==> src/rtl/timer_pkg.sv <==
// Shared constants for the bridge-attached down-counting timer: register map, CTRL bit layout, modes, FSM states.
package timer_pkg;

    localparam logic [1:0] ADDR_CTRL   = 2'b00;
    localparam logic [1:0] ADDR_PRESET = 2'b01;
    localparam logic [1:0] ADDR_COUNT  = 2'b10;

    localparam int CTRL_EN       = 0;
    localparam int CTRL_MODE_LSB = 1;
    localparam int CTRL_MODE_MSB = 2;
    localparam int CTRL_IM       = 3;

    localparam logic [1:0] MODE_ONESHOT = 2'd0;
    localparam logic [1:0] MODE_RELOAD  = 2'd1;

    typedef enum logic [1:0] {
        ST_IDLE,
        ST_LOAD,
        ST_CNT,
        ST_INT
    } state_e;

endpackage

==> src/rtl/timer_counter.sv <==
// Programmable down-counter with CTRL/PRESET/COUNT registers and level IRQ; auto-reload mode needs TIMER_MODE1_EN.
// Reads are combinational, writes land at the clock edge with We; no backpressure, every access completes in one cycle.
module timer_counter
    import timer_pkg::*;
(
    input  logic        clk,
    input  logic        reset,
    input  logic [3:2]  Addr,
    input  logic [31:0] WD,
    input  logic        We,
    output logic [31:0] RD,
    output logic        IntReq
);

    state_e      state_q, state_d;
    logic        en_q, en_d;
    logic        im_q, im_d;
    logic [31:0] preset_q, preset_d;
    logic [31:0] count_q, count_d;
    logic        irq_q, irq_d;
    logic [1:0]  mode_val;
    logic        reload;
    logic        wr_ctrl, wr_preset;

    assign wr_ctrl   = We && (Addr == ADDR_CTRL);
    assign wr_preset = We && (Addr == ADDR_PRESET);

`ifdef TIMER_MODE1_EN
    logic [1:0] mode_q, mode_d;
    logic       unused_wd;
    assign unused_wd = ^WD[31:4];
    assign mode_val  = mode_q;
    assign reload    = (mode_q == MODE_RELOAD);
`else
    logic unused_wd;
    assign unused_wd = ^{WD[31:4], WD[CTRL_MODE_MSB:CTRL_MODE_LSB]};
    assign mode_val  = MODE_ONESHOT;
    assign reload    = 1'b0;
`endif

    always_comb begin
        state_d  = state_q;
        en_d     = en_q;
        im_d     = im_q;
        preset_d = preset_q;
        count_d  = count_q;
        irq_d    = irq_q;
`ifdef TIMER_MODE1_EN
        mode_d   = mode_q;
`endif
        if (wr_preset) begin
            preset_d = WD;
        end
        if (wr_ctrl) begin
            en_d = WD[CTRL_EN];
            im_d = WD[CTRL_IM];
`ifdef TIMER_MODE1_EN
            mode_d = WD[CTRL_MODE_MSB:CTRL_MODE_LSB];
`endif
        end

        case (state_q)
            ST_IDLE: begin
                if (wr_ctrl && WD[CTRL_EN]) begin
                    state_d = ST_LOAD;
                end
            end
            ST_LOAD: begin
                count_d = preset_q;
                state_d = ST_CNT;
            end
            ST_CNT: begin
                if (count_q > 32'd1) begin
                    count_d = count_q - 32'd1;
                end else begin
                    count_d = '0;
                    state_d = ST_INT;
                    irq_d   = 1'b1;
                end
            end
            ST_INT: begin
                // An explicit re-enable in the expiry cycle restarts instead of retiring.
                if (reload || (wr_ctrl && WD[CTRL_EN])) begin
                    state_d = ST_LOAD;
                end else begin
                    state_d = ST_IDLE;
                    if (!wr_ctrl) begin
                        en_d = 1'b0;
                    end
                end
                if (reload) begin
                    irq_d = 1'b0;
                end
            end
            default: state_d = ST_IDLE;
        endcase

        // Disabling always wins and freezes COUNT where it stands.
        if (wr_ctrl && !WD[CTRL_EN]) begin
            state_d = ST_IDLE;
            count_d = count_q;
        end
        if (wr_ctrl || wr_preset) begin
            irq_d = 1'b0;
        end
    end

    always_ff @(posedge clk) begin
        if (reset) begin
            state_q  <= ST_IDLE;
            en_q     <= 1'b0;
            im_q     <= 1'b0;
            preset_q <= '0;
            count_q  <= '0;
            irq_q    <= 1'b0;
`ifdef TIMER_MODE1_EN
            mode_q   <= MODE_ONESHOT;
`endif
        end else begin
            state_q  <= state_d;
            en_q     <= en_d;
            im_q     <= im_d;
            preset_q <= preset_d;
            count_q  <= count_d;
            irq_q    <= irq_d;
`ifdef TIMER_MODE1_EN
            mode_q   <= mode_d;
`endif
        end
    end

    always_comb begin
        RD = '0;
        case (Addr)
            ADDR_CTRL: begin
                RD[CTRL_EN]                     = en_q;
                RD[CTRL_MODE_MSB:CTRL_MODE_LSB] = mode_val;
                RD[CTRL_IM]                     = im_q;
            end
            ADDR_PRESET: RD = preset_q;
            ADDR_COUNT:  RD = count_q;
            default:     RD = '0;
        endcase
    end

    assign IntReq = irq_q & im_q;

endmodule

==> config.mk <==
export PLATFORM = sky130hd
export DESIGN_NAME = timer_counter
export DESIGN_NICKNAME = d
export VERILOG_FILES = /design/src/rtl/timer_pkg.sv /design/src/rtl/timer_counter.sv
export SDC_FILE = /design/constraint.sdc
export NUM_CORES = 1
export LEC_CHECK = 0
export BUFFER_PORTS_ARGS = -buffer_cell sky130_fd_sc_hd__buf_2
export CORE_UTILIZATION = 55
export CTS_CLUSTER_DIAMETER = 30
export CTS_CLUSTER_SIZE = 8
export DETAILED_ROUTE_END_ITERATION = 8
export PLACE_DENSITY = 0.78
export SETUP_SLACK_MARGIN = 0.02
export SYNTH_ARGS = -nofsm -noshare
export SYNTH_HDL_FRONTEND = slang
export SYNTH_SLANG_ARGS = --single-unit
==> constraint.sdc <==
create_clock -name clk -period 3.9 [get_ports clk]
set_input_delay 0.39 -clock clk [delete_from_list [all_inputs] [get_ports clk]]
set_output_delay 0.39 -clock clk [all_outputs]
set_load 0.005 [all_outputs]
==> impl_summary.md <==
Global route
The overflow left after global routing is 0. The via count of the first global-routing pass is 3814. The global router's overall resource usage is 32.34%. The number of antenna violations at the first check in global routing is 0. The layer carrying the most global-route usage is met2.

The maximum number of pins on one net before global-route repair is slightly below 70. For met3 alone, demand over resource in global routing was 4.291%. The first global-routing pass estimated 19550 um of wire. The global-route met2 utilization is 50.00%. The met1 capacity usage during global routing is 46.45%.

Clock tree
The worst-skew pair later-pin latency is 340 ps. The root buffer cell is sky130_fd_sc_hd__clkbuf_8. Gates resized during post-CTS repair numbered 0.

The total clock buffers created by CTS is 9. For this design, the CTS-stage hold fixing added 0 buffers. The number of buffers on the longest clock path is 2. After clock tree synthesis, the setup repair step added 0 buffers. The clock sink count is 69. The TritonCTS clock tree is done. In this run the number of H-tree levels came out at 3. The clock slew at the register clock pins of the worst setup and hold paths is 80 ps.

Synthesis
The synthesized design contains 69 register bits. The number of distinct library cell variants in the gate-level netlist after synthesis is between 50 and 60. The mapped netlist covers 4141 sq um. Among all flip-flop cells after synthesis, the most frequent one is sky130_fd_sc_hd__dfxtp_1.

Of all flip-flops after synthesis, the portion carrying an async set or reset was 0%. The total number of yosys warnings is 0. The post-synth net total is ~600. The fraction of the yosys area taken by sequential cells is between 30 and 40%. Each instance of the synthesized netlist takes up on average 7.449 sq um. The number of enable flip-flop cells after synthesis is 0. Counting every instance in the synthesized netlist gives ~560.

Layout
The share of the core filled with cells in the final layout is between 60% and 70%. In the layout the commonest cells are sky130_fd_sc_hd__nand2_1, sky130_fd_sc_hd__dfxtp_1, sky130_fd_sc_hd__buf_2, sky130_fd_sc_hd__a21oi_1, sky130_fd_sc_hd__a22oi_1. The number of antenna diodes in the final layout is 0. The signed area change from the synthesized netlist to the final layout is 13.53%.

At the end of the flow, the number of nets in the layout was 648. The share of cells above drive strength 1 is 17.16%. The most common cell after layout, fill and taps aside is sky130_fd_sc_hd__nand2_1.

Routing
Once detail routing completed, the nets flagged for antenna violations numbered 0. The violation count after the first detailed-routing iteration is 351. The final wirelength is 12070 um.

Before antenna repair, the detailed router went through 6 iterations. The via count is roughly 4300. Dividing the detail-routed via count by the number of cells gives 6.133. The detailed-route wire length per cell is 17.11 um.

The detailed-route DRC error count is 0.

Setup path
The number of cells on the worst reg-to-reg path is 6. The arrival time of data at the critical path endpoint is ~3300 ps. The register-to-register path setup slack is 840 ps. The startpoint of the most critical register-to-register path is count_q[10]$_SDFFE_PP0P_. The startpoint class of the critical path is a flip-flop. The source of the critical timing path is count_q[10]$_SDFFE_PP0P_.

The capturing instance or port of the critical path is state_q[0]$_SDFFE_PP0P_. The largest fanout on the critical path is 28. The setup path with the least slack is of type reg -> reg. The capturing point of the worst reg2reg path is state_q[0]$_SDFFE_PP0P_. At the worst endpoint, the required time is ~4100 ps. The critical path endpoint category is a flip-flop.

STA
The upper clock frequency limit is roughly 330 MHz. At the pin with the least slew margin, the transition time is 1125 ps. Setup violations remaining at the end of the flow were counted as 0.

Clock skew on the completed layout was measured at 10.34 ps. The share of the clock period used by the worst path after layout is 78.48%. The accumulated negative setup slack is 0 ps. Setup repair after global routing left no endpoint under its margin. The count of final hold-check violations is 0. The routed design could run at a clock period as short as between 3000 and 4000 ps.

The number of max-slew violations in the final report is 0. Headroom to the max-slew limit came out at 24.82%.

Min path
The class of the most critical hold timing path is in -> reg.

Run status
The run finished with clean final reports.

Power
The total power density per cell area is 541.4 nW/um^2. In this run the static leakage power is 1.823 nW. VDD sags by at most around 0.24 mV.

Floorplanning
For this configuration, the core starts out at a cell density of 57.10%. The horizontal die dimension is 88.78 um. The initialized floorplan defines 31 standard-cell rows. The total area inside the core boundary comes to 7253 sq um.

The die covers 7881 sq um. In this run the vertical extent of the chip is a little under 90 um. The number of ports placed on the die boundary is 70.

Placement
During placement, the flow inserted port buffers numbering 69. At the end of routability-driven placement, the weighted congestion stood at 0.9238. The final HPWL from detailed placement is 8123 um.

Job
Max-cap violations in this run came to 0.
-- routing by layer --
| metal | wire length (um) | vias to the layer above |
|---|---|---|
| met2 | 5437 | 187 |
| met3 | 760 | 15 |
| met1 | 5686 | 2023 |
| met4 | 180 | 0 |
| li1 | - | 2099 |
| met5 | 0 | - |
-- stage by stage --
stage / hold slack, ps / power, mW / instance area (sq um) / std cells / worst slack [ps]
after floorplan: 444.3 / 1.589 / 4141 / 556 / 1692
after global placement: 453.5 / 1.893 / 4496 / 689 / 988.5
after detailed placement: 461.8 / 1.892 / 4496 / 689 / 900.6
after CTS: 261.5 / 2.519 / 4702 / 705 / 889.0
after global routing: 273.8 / 2.693 / 4702 / 705 / 637.8
final: 276.7 / 2.546 / 4702 / 705 / 839.2
-- synth_stat cells (7+ instances only) --
master	count	share of area (%)
sky130_fd_sc_hd__a21oi_1	59	7.1
sky130_fd_sc_hd__a22oi_1	39	7.1
sky130_fd_sc_hd__a31oi_1	7	1.1
sky130_fd_sc_hd__and3_1	10	1.5
sky130_fd_sc_hd__clkbuf_1	37	3.4
sky130_fd_sc_hd__dfxtp_1	69	33
sky130_fd_sc_hd__ha_1	10	3.0
sky130_fd_sc_hd__inv_1	12	1.1
sky130_fd_sc_hd__nand2_1	90	8.2
sky130_fd_sc_hd__nand3_1	8	0.97
sky130_fd_sc_hd__nand4_1	7	1.1
sky130_fd_sc_hd__nor2_1	37	3.4
sky130_fd_sc_hd__nor2b_1	36	5.4
sky130_fd_sc_hd__nor3_1	15	1.8
sky130_fd_sc_hd__nor4_1	10	1.5
sky130_fd_sc_hd__o21ai_0	32	3.9
-- cells by family (layout without fill, tap and decap cells) --
logic type | after synthesis | after routing | share of synthesized area [%]
mux | 2 | 2 | 0.5136
buf+inv | 56 | 106 | 5.498
fa+ha+maj | 10 | 10 | 3.021
flops | 69 | 69 | 33.35
compound gates | 176 | 176 | 27.07
simple gates | 243 | 243 | 30.54
-- where the power goes --
part | leakage [nW] | internal [mW] | total [mW] | switching (mW)
sequential | 0.559 | 0.744 | 0.793 | 0.0487
clock | 0.107 | 0.358 | 0.631 | 0.273
combinational | 1.16 | 0.360 | 1.12 | 0.763
total | 1.82 | 1.46 | 2.55 | 1.08
-- worst min-delay path by stage --
| stage | slack [ps] | end | cells past startpoint | from |
|---|---|---|---|---|
| after floorplan | 440 | im_q$_SDFFE_PP0P_ | 2 | im_q$_SDFFE_PP0P_ |
| after global placement | 450 | preset_q[6]$_SDFFE_PP0P_ | 2 | preset_q[6]$_SDFFE_PP0P_ |
| after detailed placement | 460 | preset_q[8]$_SDFFE_PP0P_ | 2 | preset_q[8]$_SDFFE_PP0P_ |
| after CTS | 260 | preset_q[22]$_SDFFE_PP0P_ | 3 | WD[22] |
| after global routing | 270 | preset_q[21]$_SDFFE_PP0P_ | 3 | WD[21] |
| final | 280 | preset_q[19]$_SDFFE_PP0P_ | 3 | WD[19] |
-- critical path, stage by stage (launching register included) --
cell and delay (ps):
sky130_fd_sc_hd__dfxtp_1 370, sky130_fd_sc_hd__or4_1 660, sky130_fd_sc_hd__nor3_2 400, sky130_fd_sc_hd__a41o_1 920
sky130_fd_sc_hd__nand2_1 240, sky130_fd_sc_hd__a41oi_1 230, sky130_fd_sc_hd__o32ai_1 110
-- area by class of cell --
type | count | area [sq um]
sequential | 69 | 1381
clock buffer | 11 | 131.4
tap | 99 | 123.9
inverter | 12 | 45.04
multi-input combinational | 431 | 2532
fill | 713 | 2551
clock inverter | 5 | 75.07
timing repair buffer | 78 | 412.9
-- state kept, by name (all words and copies together) (netlist names) --
| register | count |
|---|---|
| count_q | 32 |
| preset_q | 32 |
| state_q | 2 |
| en_q | 1 |
| im_q | 1 |
| irq_q | 1 |
Note: power is estimated with default switching activity, not from simulation.
